$ cat src/rtl/bcd_calendar_sequencer.sv
// ---------------------------------------------------------------------------
// bcd_calendar_sequencer
//
// Purpose:
//   Day-granular BCD calendar (YYYY-MM-DD). It advances one day for each
//   accepted advance request and accepts software loads that are checked
//   before they are committed. One leap-year evaluator is shared between two
//   jobs: checking the year of a pending load, and refreshing the leap flag
//   after every change of the current year.
//
// Parameters:
//   RESET_YEAR   BCD year after reset  {thousands, hundreds, tens, ones}
//   RESET_MONTH  BCD month after reset
//   RESET_DAY    BCD day after reset
//   RESET_DOW    day of week after reset (CAL_DOW_EN builds only)
//
// Ports:
//   clk          in   1   clock, rising edge
//   reset        in   1   synchronous, active-high reset
//   load         in   1   load request, sampled only while ready=1
//   load_year    in  16   BCD year to load
//   load_month   in   8   BCD month to load
//   load_day     in   8   BCD day to load
//   load_dow     in   3   day of week to load (CAL_DOW_EN builds only)
//   adv          in   1   advance one day; accepted when adv & ready & ~load
//   ready        out  1   block accepts load/adv in this cycle
//   year         out 16   current BCD year
//   month        out  8   current BCD month
//   day          out  8   current BCD day
//   leap         out  1   current year is a leap year
//   dow          out  3   day of week, 0=Sunday..6=Saturday (CAL_DOW_EN only)
//   year_wrap    out  1   one-cycle pulse when the year rolls 9999 -> 0000
//   load_err     out  1   one-cycle pulse when a load was rejected
//
// Configuration:
//   CAL_DOW_EN   when defined, adds the day-of-week counter together with
//                RESET_DOW, load_dow and dow. When undefined, none of these
//                exist and all other behaviour is unchanged.
// ---------------------------------------------------------------------------

// Leap-year test on a four-digit BCD year. A year is a leap year when its
// last two digits are divisible by 4 and not 00, or, for a century year
// (last two digits 00), when its first two digits are divisible by 4
// (that is, the year is divisible by 400).
module bcd_leap_year (
   input  logic [15:0] year_i,
   output logic        leap_o
);

   // Two BCD digits T,O form a multiple of 4 exactly when T is even and
   // O is 0/4/8, or T is odd and O is 2/6 (since 10*T mod 4 = 2*(T mod 2)).
   function automatic logic bcd2_div4(input logic [7:0] v);
      logic [3:0] t;
      logic [3:0] o;
      t = v[7:4];
      o = v[3:0];
      if (t[0])
         return (o == 4'd2) || (o == 4'd6);
      return (o == 4'd0) || (o == 4'd4) || (o == 4'd8);
   endfunction

   always_comb begin
      if (year_i[7:0] == 8'h00)
         leap_o = bcd2_div4(year_i[15:8]);
      else
         leap_o = bcd2_div4(year_i[7:0]);
   end

endmodule

module bcd_calendar_sequencer #(
   parameter logic [15:0] RESET_YEAR  = 16'h2000,
   parameter logic [7:0]  RESET_MONTH = 8'h01,
   parameter logic [7:0]  RESET_DAY   = 8'h01
`ifdef CAL_DOW_EN
   ,
   parameter logic [2:0]  RESET_DOW   = 3'd6
`endif
) (
   input  logic        clk,
   input  logic        reset,
   input  logic        load,
   input  logic [15:0] load_year,
   input  logic [7:0]  load_month,
   input  logic [7:0]  load_day,
`ifdef CAL_DOW_EN
   input  logic [2:0]  load_dow,
   output logic [2:0]  dow,
`endif
   input  logic        adv,
   output logic        ready,
   output logic [15:0] year,
   output logic [7:0]  month,
   output logic [7:0]  day,
   output logic        leap,
   output logic        year_wrap,
   output logic        load_err
);

   typedef enum logic [1:0] {
      EVAL = 2'd0,
      IDLE = 2'd1,
      LCHK = 2'd2
   } state_t;

   state_t      state_q, state_d;
   logic [15:0] year_q, year_d;
   logic [7:0]  month_q, month_d;
   logic [7:0]  day_q, day_d;
   logic        leap_q, leap_d;
   logic        wrap_q, wrap_d;
   logic        err_q, err_d;

   // Shadow copy of a load request while it is being checked.
   logic [15:0] sh_year_q, sh_year_d;
   logic [7:0]  sh_month_q, sh_month_d;
   logic [7:0]  sh_day_q, sh_day_d;

`ifdef CAL_DOW_EN
   logic [2:0]  dow_q, dow_d;
   logic [2:0]  sh_dow_q, sh_dow_d;
`endif

   logic [15:0] ly_year;
   logic        ly_leap;
   logic [7:0]  cur_len;
   logic [7:0]  sh_len;
   logic [16:0] year_inc;
   logic        load_ok;

   // BCD increment of a two-digit value; callers never exceed 31.
   function automatic logic [7:0] bcd2_inc(input logic [7:0] v);
      if (v[3:0] == 4'd9)
         return {v[7:4] + 4'd1, 4'd0};
      return v + 8'd1;
   endfunction

   // BCD increment of a four-digit year; bit 16 is the carry out of 9999.
   function automatic logic [16:0] bcd4_inc(input logic [15:0] v);
      logic [15:0] r;
      logic        c;
      r = v;
      c = 1'b1;
      for (int i = 0; i < 4; i++) begin
         if (c) begin
            if (r[4*i +: 4] == 4'd9) begin
               r[4*i +: 4] = 4'd0;
            end else begin
               r[4*i +: 4] = r[4*i +: 4] + 4'd1;
               c = 1'b0;
            end
         end
      end
      return {c, r};
   endfunction

   // Month length as a BCD day number. Unknown months report 31; such
   // months can only be seen while checking a load, which rejects them.
   function automatic logic [7:0] month_len(input logic [7:0] m, input logic lp);
      case (m)
         8'h01, 8'h03, 8'h05, 8'h07, 8'h08, 8'h10, 8'h12: return 8'h31;
         8'h04, 8'h06, 8'h09, 8'h11:                      return 8'h30;
         8'h02:                                           return lp ? 8'h29 : 8'h28;
         default:                                         return 8'h31;
      endcase
   endfunction

   function automatic logic digits_ok(input logic [31:0] v);
      logic ok;
      ok = 1'b1;
      for (int i = 0; i < 8; i++) begin
         if (v[4*i +: 4] > 4'd9)
            ok = 1'b0;
      end
      return ok;
   endfunction

   // The shared evaluator looks at the pending load while checking it,
   // and at the live year the rest of the time.
   assign ly_year = (state_q == LCHK) ? sh_year_q : year_q;

   bcd_leap_year u_leap_year (
      .year_i (ly_year),
      .leap_o (ly_leap)
   );

   assign cur_len  = month_len(month_q, leap_q);
   assign sh_len   = month_len(sh_month_q, ly_leap);
   assign year_inc = bcd4_inc(year_q);

   // With every digit known to be 0..9, plain binary compares of packed BCD
   // values order the same way as the decimal numbers they encode.
   assign load_ok = digits_ok({sh_year_q, sh_month_q, sh_day_q})
                 && (sh_month_q >= 8'h01) && (sh_month_q <= 8'h12)
                 && (sh_day_q != 8'h00) && (sh_day_q <= sh_len)
`ifdef CAL_DOW_EN
                 && (sh_dow_q <= 3'd6)
`endif
                 ;

   always_comb begin
      state_d    = state_q;
      year_d     = year_q;
      month_d    = month_q;
      day_d      = day_q;
      leap_d     = leap_q;
      wrap_d     = 1'b0;
      err_d      = 1'b0;
      sh_year_d  = sh_year_q;
      sh_month_d = sh_month_q;
      sh_day_d   = sh_day_q;
`ifdef CAL_DOW_EN
      dow_d      = dow_q;
      sh_dow_d   = sh_dow_q;
`endif

      case (state_q)
         EVAL: begin
            leap_d  = ly_leap;
            state_d = IDLE;
         end

         IDLE: begin
            if (load) begin
               // A simultaneous adv is intentionally dropped.
               sh_year_d  = load_year;
               sh_month_d = load_month;
               sh_day_d   = load_day;
`ifdef CAL_DOW_EN
               sh_dow_d   = load_dow;
`endif
               state_d    = LCHK;
            end else if (adv) begin
`ifdef CAL_DOW_EN
               dow_d = (dow_q == 3'd6) ? 3'd0 : dow_q + 3'd1;
`endif
               if (day_q < cur_len) begin
                  day_d = bcd2_inc(day_q);
               end else begin
                  day_d = 8'h01;
                  if (month_q < 8'h12) begin
                     month_d = bcd2_inc(month_q);
                  end else begin
                     // New year: the leap flag is stale until EVAL refreshes it.
                     month_d = 8'h01;
                     year_d  = year_inc[15:0];
                     wrap_d  = year_inc[16];
                     state_d = EVAL;
                  end
               end
            end
         end

         LCHK: begin
            if (load_ok) begin
               year_d  = sh_year_q;
               month_d = sh_month_q;
               day_d   = sh_day_q;
               leap_d  = ly_leap;
`ifdef CAL_DOW_EN
               dow_d   = sh_dow_q;
`endif
            end else begin
               err_d = 1'b1;
            end
            state_d = IDLE;
         end

         default: begin
            state_d = EVAL;
         end
      endcase
   end

   always_ff @(posedge clk) begin
      if (reset) begin
         state_q <= EVAL;
         year_q  <= RESET_YEAR;
         month_q <= RESET_MONTH;
         day_q   <= RESET_DAY;
         leap_q  <= 1'b0;
         wrap_q  <= 1'b0;
         err_q   <= 1'b0;
`ifdef CAL_DOW_EN
         dow_q   <= RESET_DOW;
`endif
      end else begin
         state_q <= state_d;
         year_q  <= year_d;
         month_q <= month_d;
         day_q   <= day_d;
         leap_q  <= leap_d;
         wrap_q  <= wrap_d;
         err_q   <= err_d;
`ifdef CAL_DOW_EN
         dow_q   <= dow_d;
`endif
      end
   end

   // Shadow registers carry data only; their content is irrelevant until a
   // load is captured, so they are not reset.
   always_ff @(posedge clk) begin
      sh_year_q  <= sh_year_d;
      sh_month_q <= sh_month_d;
      sh_day_q   <= sh_day_d;
`ifdef CAL_DOW_EN
      sh_dow_q   <= sh_dow_d;
`endif
   end

   assign ready     = (state_q == IDLE);
   assign year      = year_q;
   assign month     = month_q;
   assign day       = day_q;
   assign leap      = leap_q;
   assign year_wrap = wrap_q;
   assign load_err  = err_q;
`ifdef CAL_DOW_EN
   assign dow       = dow_q;
`endif

endmodule
$ cat config.mk
export PLATFORM = sky130hd
export DESIGN_NAME = bcd_calendar_sequencer
export DESIGN_NICKNAME = d
export VERILOG_FILES = /design/src/rtl/bcd_calendar_sequencer.sv
export SDC_FILE = /design/constraint.sdc
export NUM_CORES = 1
export LEC_CHECK = 0
export CORE_UTILIZATION = 40
export DETAILED_ROUTE_END_ITERATION = 10
export PLACE_DENSITY_LB_ADDON = 0.3
export SETUP_SLACK_MARGIN = 0.02
export SLEW_MARGIN = 20
export SYNTH_ARGS = -nofsm -noshare
export SYNTH_HDL_FRONTEND = slang
export SYNTH_HIERARCHICAL = 1
export SYNTH_SLANG_ARGS = --single-unit
$ cat constraint.sdc
create_clock -name clk -period 9.3 [get_ports clk]
set_input_delay 1.86 -clock clk [delete_from_list [all_inputs] [get_ports clk]]
set_output_delay 1.86 -clock clk [all_outputs]
set_load 0.005 [all_outputs]
### After elaboration in Yosys (flattened, before gate mapping)

Index checks and enable logic that the tools add are counted.

* logic and storage cells: 181
* bits in writable memories: 0
* memory bits (read-only): 0
* output and inout bits: 36
* flip-flop bits (word level): 69
* latch bits: 0
* memories kept: 0

* reductions and logical operators: 31
* shift operators: 0
* order comparisons: 13
* bitwise logic cells: 4
* add/sub/neg operators: 8
* multipliers: 0
* mux-type cells: 75
* eq/ne operators: 37
* divide/modulo/power cells: 0

Operator list (count)
* 8-bit two-way mux: 13
* 16-bit two-way mux: 5
* 1-bit two-way mux: 38
* 4-bit equality test (second input constant): 8
* 8-bit by 3-bit equality test with 1-bit output (second input constant): 4
* 4-bit greater-than comparator (second input constant): 8
* 16-bit case mux with 2 select lines: 1
* 8-bit case mux with 2 select lines: 2
* 4-bit two-way mux: 7
* 4-bit by 1-bit adder with 4-bit output (second input constant): 6
* 7-bit AND reduction: 3
* 5-bit case mux with 2 select lines: 2
* 8-bit by 1-bit adder with 8-bit output (second input constant): 2
* 4-bit by 3-bit equality test with 1-bit output (second input constant): 4
* 8-bit by 2-bit equality test with 1-bit output (second input constant): 2
* 8-bit by 4-bit equality test with 1-bit output (second input constant): 2
* 8-bit by 5-bit equality test with 1-bit output (second input constant): 2
* 13-bit two-way mux: 1
* 2-bit != test (second input constant): 5
* 3-bit != test (second input constant): 3
* 4-bit by 2-bit equality test with 1-bit output (second input constant): 2
* 8-bit by 1-bit greater-or-equal comparator with 1-bit output (second input constant): 1
* 8-bit by 5-bit less-or-equal comparator with 1-bit output (second input constant): 1
* 8-bit less-or-equal comparator: 1
* other kinds (24): 45

### Depth between registers and ports, before layout

* depth after elaboration: 15
* mapped depth: 22
* gate-level depth less buffers: 17

### Modules after synthesis

Netlist, hierarchy kept.

Modules (own cells, without submodules)
* bcd_calendar_sequencer: cells each 436, area each 3856.2 um^2, sequential area each 1701.6 um^2, times used 1
* bcd_leap_year: cells each 10, area each 96.3 um^2, sequential area each 0.0 um^2, times used 1

### Least setup slack after synthesis

Ideal clock, no wire load.

* path type: register -> register
* start point: register state_q[1]
* end point: register month_q[3] (netlist: month[3])
* arrival time: 4013 ps
* path buffers: 4
* period minus slack after synthesis: 4149 ps
* setup slack: 5151 ps
* data required time: 9164 ps
* stages on the path, launching flop included: 21
* cells stage by stage: dfxtp_1 -> nor2b_1 -> clkbuf_1 -> clkbuf_1 -> clkbuf_1 -> o21ai_0 -> a211o_2 -> a21oi_1 -> mux2_4 -> nor2b_1 -> o21ai_0 -> nand2_1 -> nand2_1 -> ha_1 -> nor4b_1 -> o21bai_1 -> a311oi_1 -> a31oi_1 -> clkbuf_1 -> a2111oi_0 -> a211oi_1

* cells in the longest elaborated chain, start to end: 13
* elaborated cells on any way between the ends: 40
* classes of those cells: order compare: 1; eq/ne: 14; mux: 13; reduce/logical: 12

RTL lines
* from (decl): line 106 `state_t state_q, state_d;`
* from (signal assigned): line 288 `state_q <= state_d;`
* 2-bit equality test *: line 180 `assign ly_year = (state_q == LCHK) ? sh_year_q : year_q;`
* 13-bit two-way mux *: line 180
* named net ly_year[2]: line 124 `logic [15:0] ly_year;`
* 4-bit by 2-bit equality test with 1-bit output (tied with other cells): line 58 `return (o == 4'd2) || (o == 4'd6);`
* 1-bit logical OR, on equally long branches: line 58, 59
* 1-bit two-way mux / 1-bit logical OR (equally long branches): line 57, 59
* 1-bit two-way mux: line 59 `return (o == 4'd0) || (o == 4'd4) || (o == 4'd8);`
* 1-bit two-way mux *: line 63 `if (year_i[7:0] == 8'h00)`
* 1-bit two-way mux *: line 163 `8'h02: return lp ? 8'h29 : 8'h28;`
* 5-bit case mux with 2 select lines *: line 160 `case (m)`
* 8-bit less-or-equal comparator *: line 195 `&& (sh_day_q != 8'h00) && (sh_day_q <= sh_len)`
* 1-bit logical AND *: line 195
* 2-bit != test (no line) *
* 5-bit AND reduction (no line) *
* to (signal assigned): line 290 `month_q <= month_d;`
* to (decl): line 108 `logic [7:0] month_q, month_d;`

Mark *: on every way through the listed nets, which the timed path passes. The rest lies on a longest branch. The select of a mux whose other input is x is not followed.
A chain may end at the register's enable or synchronous reset.

### Worst setup path in the final report

* start point: register state_q[1]
* end point: register year_q[11] (netlist: year[11])

* cells in the longest elaborated chain, start to end: 13
* elaborated cells on any way between the ends: 42
* classes of those cells: order compare: 1; eq/ne: 16; mux: 13; reduce/logical: 12

RTL lines
* 2-bit equality test *: line 180
* 13-bit two-way mux *: line 180
* named net ly_year[2]: line 124
* 4-bit by 2-bit equality test with 1-bit output (tied with other cells): line 58
* 1-bit logical OR, on equally long branches: line 58, 59
* 1-bit two-way mux / 1-bit logical OR (equally long branches): line 57, 59
* 1-bit two-way mux: line 59
* 1-bit two-way mux *: line 63
* 1-bit two-way mux *: line 163
* 5-bit case mux with 2 select lines *: line 160
* 8-bit less-or-equal comparator *: line 195
* 1-bit logical AND *: line 195
* 2-bit != test (no line) *
* 7-bit AND reduction (no line) *
* to (signal assigned): line 289 `year_q <= year_d;`
* to (decl): line 107 `logic [15:0] year_q, year_d;`

Marked as above.

==> results.md <==
* Outcome: finished, final reports clean
* Total wire length at 10.4 mm
* Crit start category: register
* LEAKAGE at 0.00171 uW
* Reg2Reg Depth at 18
* Met1 Use GR at 0.310
* Area delta synth->final at 25.9%
* Avg Cell Area, Syn at 8.93 um2
* Post-CTS Resized at 0
* Hold Path Cell Cnt at 1
* Routed length per placed instance at 16.4 um
* Slew Limit Fails at 0
* GRT Util Overall at 0.211
* Final hold vios at 0
* Final net count at 543
* CORE AREA at 9370 um2
* Clock skew at 0.0118 ns
* Layout cells sized above 1 at 0.0716
* Tmin final at 5.07 ns
* Cell area after synthesis at 3930 um2
* Inserted Diodes at 0
* Synthesis warning total at 6
* FMAX at 197 MHz
* Setup Crit Path Kind: reg2reg
* Dpl cell area at 4730 um2
* # port buffers at 71
* Switching part of the total power at 0.251
* Longest Clk Path Bufs at 2
* Sw power at 174 uW
* DR vias at 3742
* Arr. time, crit path at 5.35 ns
* Vias in the first global route at 3299
* Drt initial violations at 332
* Maxcap violations at 0
* GPL Wtd Cong at 0.906
* Comb power frac at 0.118
* Max-Slew Margin vs Limit at 0.428
* H-tree depth at 3
* # IOs at 72
* Setup bufs post-CTS at 0
* Hold Path Class: reg2reg
* Largest stage delay, worst path at 0.69 ns
* Critical path endpoint category: register
* Power density over the cells at 140 nW/um2
* Met3 Use GR at 0.0423
* Std cell rows at 35
* Global route hottest layer: met1
* Final Util at 0.528
* Crit path cell chain: nor2b_2 > buf_4 > o21ai_0 > a211o_2 > a21oi_1 > mux2_4 > nor2b_1 > o21ai_0 > nand2_1 > nand2_1 > ha_1 > nor4b_1 > o21bai_1 > a311oi_1 > a31oi_2 > buf_4 > or4_1 > a21oi_1
* Setup TNS at 0 ns
* Drt first pass iters at 5
* Syn Inst Count at 440
* CP Max Fanout at 31
* CTS Root Cell: clkbuf_8
* Fillers at 877
* Initial antenna violation count at 0
* GR Overflow Total at 0
* CTS tree: yes
* Slowest-stage cell, CP: nor2b_2
* Die boundary width at 101 um
* Final HPWL DP at 7.51 mm
* CTS buffer count at 9
* Synth Net Count at 485
* Clock Sinks at 69
* Post-place setup slack at 4.36 ns
* Int Pwr at 520 uW
* Starting Density at 0.419
* First-pass GRT wire length at 16.7 mm
* Final cell count without fillers at 632
* Reg area at 1700 um2
* RSZ-0062 raised after global routing: no
* Post-route cell area at 4940 um2
* Vias per inst at 5.92
* Inst Count DP at 616
* # DRC at 0
* Clock network fraction of total power at 0.387
* GRT met2 Usage at 0.305
* Flop pwr share at 0.495
* DRT antenna net count at 0
* Tcrit/Tclk final at 0.545
* Worst IR Drop VDD at 0.101 mV
* Area of the multi-input gates at 2060 um2
* Reg clk slew, reported paths at 0.08 ns
* Die Area at 10200 um2
* Most common cell after layout, fill and taps aside: clkdlybuf4s50_1
* Post-cts hold buffer count at 0
* Slew at the pin with the worst max-slew slack at 0.858 ns
* Largest net degree at the start of global routing at 35
* Clk Latency, worst-skew pair at 0.34 ns
* Setup WS post-layout at 4.23 ns
* Final setup vio count at 0
* Most frequent cells in the layout: clkdlybuf4s50_1, nand2_1, o21ai_0, dfxtp_1, edfxtp_1
* Required @ worst endpoint at 9.57 ns
* Chip height at 101 um
per-stage QoR:
step                      hold slack [ns]  total power [uW]
after CTS                           0.515               695
final                               0.517               694
after floorplan                     0.466               393
after detailed placement            0.507               431
after global routing                0.529               720
after global placement              0.482               429
state kept, by name (all words and copies together) (netlist names):
signal and cells:
load_err 1, leap 1, month 8, state_q 2, year_wrap 1, sh_day_q 8
sh_month_q 8, sh_year_q 16, day 8, year 16
layer usage:
layer	routed length, um	vias to the layer above	share of wire
li1	-	1785	-
met1	4700	1771	0.45
met2	4630	173	0.45
met3	913	13	0.088
met4	148	0	0.014
met5	0	-	0
worst paths after layout:
path / endpoint / slack (ns) / from
setup / recovery: year[11]$_SDFFE_PP0P_ / 4.23 / state_q[1]$_SDFFE_PP0P_
hold reg to reg: day[7]$_SDFFE_PP0P_ / 0.52 / day[7]$_SDFFE_PP0P_
hold / removal: day[7]$_SDFFE_PP0P_ / 0.52 / day[7]$_SDFFE_PP0P_
setup reg to reg: year[11]$_SDFFE_PP0P_ / 4.23 / state_q[1]$_SDFFE_PP0P_
final cells by class:
class | instances | area share
Clock buffer | 9 | 0.0251
Sequential cell | 69 | 0.344
Clock inverter | 7 | 0.0182
Inverter | 17 | 0.0129
Tap cell | 129 | 0.0326
Multi-Input combinational cell | 326 | 0.417
Timing Repair Buffer | 75 | 0.150
power by group through the flow:
| stage | Sequential [uW] | Combinational, uW | Clock (uW) |
|---|---|---|---|
| detailed placement | 350 | 81.1 | 0 |
| CTS | 343 | 81.4 | 270 |
| global placement | 350 | 79.4 | 0 |
| global route | 345 | 89.8 | 285 |
| floorplan | 343 | 50.1 | 0 |
| finish | 344 | 81.7 | 268 |
critical path: cells and delay by family, from the launching register on:
kind / cells / cell delay, ns
simple gates: 6 / 1.65
buf+inv: 2 / 0.72
fa+ha+maj: 1 / 0.13
flops: 1 / 0.39
compound gates: 8 / 1.93
mux: 1 / 0.17
No activity file was read; power rests on OpenSTA's default activity.
==> variant (same flow settings) <==
Build with the macro `CAL_DOW_EN` defined.
--- a/src/rtl/bcd_calendar_sequencer.sv
+++ b/src/rtl/bcd_calendar_sequencer.sv
@@ -42,6 +42,8 @@
 // last two digits are divisible by 4 and not 00, or, for a century year
 // (last two digits 00), when its first two digits are divisible by 4
 // (that is, the year is divisible by 400).
+`define CAL_DOW_EN
+
 module bcd_leap_year (
    input  logic [15:0] year_i,
    output logic        leap_o
Interface: changed (added dow and load_dow); port bits go from 72 to 78. The function was not compared with the original's and may differ.
==> variant against the unedited design <==
  * The flow now finishes with violations (design-rule violations)
  * Synthesized area rose by 7.3%
  * Sequential cell count up 6
  * Setup slack better by 260 ps
  * Critical path depth shrank 2
  * Clock power is 18% lower
  * Count of clock-buffer cells in the layout up 2
  * Wire length grew 5.9%
  * Final area increased by 5.7%
  * Combinational power increased by 1%
  * Total power is 2.7% lower
  * Critical path type unchanged
  * Largest cell class unchanged
==> variant: results (changes against the unedited design) <==
[run_status]
status=complete, but fails checks
violations=design-rule violations

[cts]
cts_resized=0  ; unchanged
clock_path_buffers=2  ; unchanged
insertion_delay_ps=360  ; +20 ps
clk_pin_slew_ps=80  ; about the same
clockRootBuffer=clkbuf_8
htreeDepth=3  ; unchanged
numCtsBuffers=9  ; unchanged
cts_setup_buffers=0  ; unchanged

[critical_path]
crit_start=state_q[1]$_SDFFE_PP0P_
cp_max_fo=43  ; +39%
endpoint=year[0]$_SDFFE_PP0P_
crit_arrival_ps=5080  ; -270 ps
rrSetupSlack_ps=4490  ; +260 ps
reg2reg_depth=16  ; -2
endpoint_kind=flop

[global_route]
grt_pass1_vias=3624  ; +9.9%
grt_use_total=0.206  ; -0.00504
grt_max_degree=44  ; +26%
antenna_found_initial=0  ; unchanged
grt_pass1_wl_mm=17.9  ; +7.2%

[detailed_routing]
viasPerCell=5.77  ; -2.6%
drcViolationCount=1  ; +1
dr.pass1.iters=8  ; +3
drt_iter0_markers=202  ; -39%
postRouteAntennaNets=0  ; unchanged
routed_wl_mm=11.0  ; +5.9%

[sta]
skew_ps=11.3  ; -0.534 ps
tightestPinTransition_ps=939  ; +81.1 ps

[placement]
place_hpwl_mm=7.91  ; +5.3%
place_congestion=0.898  ; -0.91%
io_buffers=77  ; +8.5%

[synth]
syn_nets=525  ; +8.2%
ys.warnings.count=6  ; unchanged

[power]
ir_worst_vdd_mv=0.0812  ; -20%
p_leak_nw=1.78  ; +4.0%

[hold_path]
hp-class=reg -> reg

[finish]
nNetsFinal=587  ; +8.1%
n_antenna_cell=0  ; unchanged
drive_above_1_share=0.0609  ; -0.0107

variant: how the worst min path moves through the flow:
stage                                  startpoint                 endpoint  slack (ps)  depth (start not counted)
after floorplan           state_q[0]$_SDFFE_PP0P_  state_q[0]$_SDFFE_PP0P_         450                          1
after global placement      month[7]$_SDFFE_PP0P_    month[7]$_SDFFE_PP0P_         490                          1
after detailed placement    month[7]$_SDFFE_PP0P_    month[7]$_SDFFE_PP0P_         490                          1
after CTS                   month[7]$_SDFFE_PP0P_    month[7]$_SDFFE_PP0P_         500                          1
after global routing        month[7]$_SDFFE_PP0P_    month[7]$_SDFFE_PP0P_         540                          1
final                       month[7]$_SDFFE_PP0P_    month[7]$_SDFFE_PP0P_         500                          1
variant: cell type report:
cell class / count / area (µm²)
fill: 1004 / 5050
inverter: 17 / 63.8
sequential: 75 / 1850
clock inverter: 5 / 28.8
clock buffer: 11 / 141
multi-input combinational: 354 / 2180
tap: 136 / 170
timing repair buffer: 80 / 793
variant: worst max-delay path: stages, from the launching register on:
cell	delay [ps]
dfxtp_1	390
nor2b_4	510
buf_4	470
o21ai_0	210
nor4_2	260
nand2_1	100
mux2_4	310
nor2_1	100
a21oi_1	50
ha_1	290
and3_1	140
o21ai_0	100
a211oi_2	360
a21boi_4	220
a21oi_1	780
a21oi_1	140
a311oi_1	260
variant: per-layer routing:
metal  GRT usage  wire (µm)  vias up
met1       0.272       5010     1877
met2       0.322       5060      138
met4      0.0895        208        0
met3      0.0487        723       20
li1            -          -     1874
met5           0          0        -
variant: power by group:
group          internal [mW]  switching (mW)
Clock                  0.102           0.118
Sequential             0.358          0.0138
Combinational         0.0413          0.0416
variant: metrics by stage:
stage               setup slack (ps)  std cells  instance area (µm²)  hold WS, ps
finish                          4490        678                 5230          497
global route                    4120        678                 5230          539
CTS                             4570        678                 5230          499
detailed placement              4590        662                 5050          487
global placement                4840        662                 5050          487
floorplan                       5640        475                 4220          454
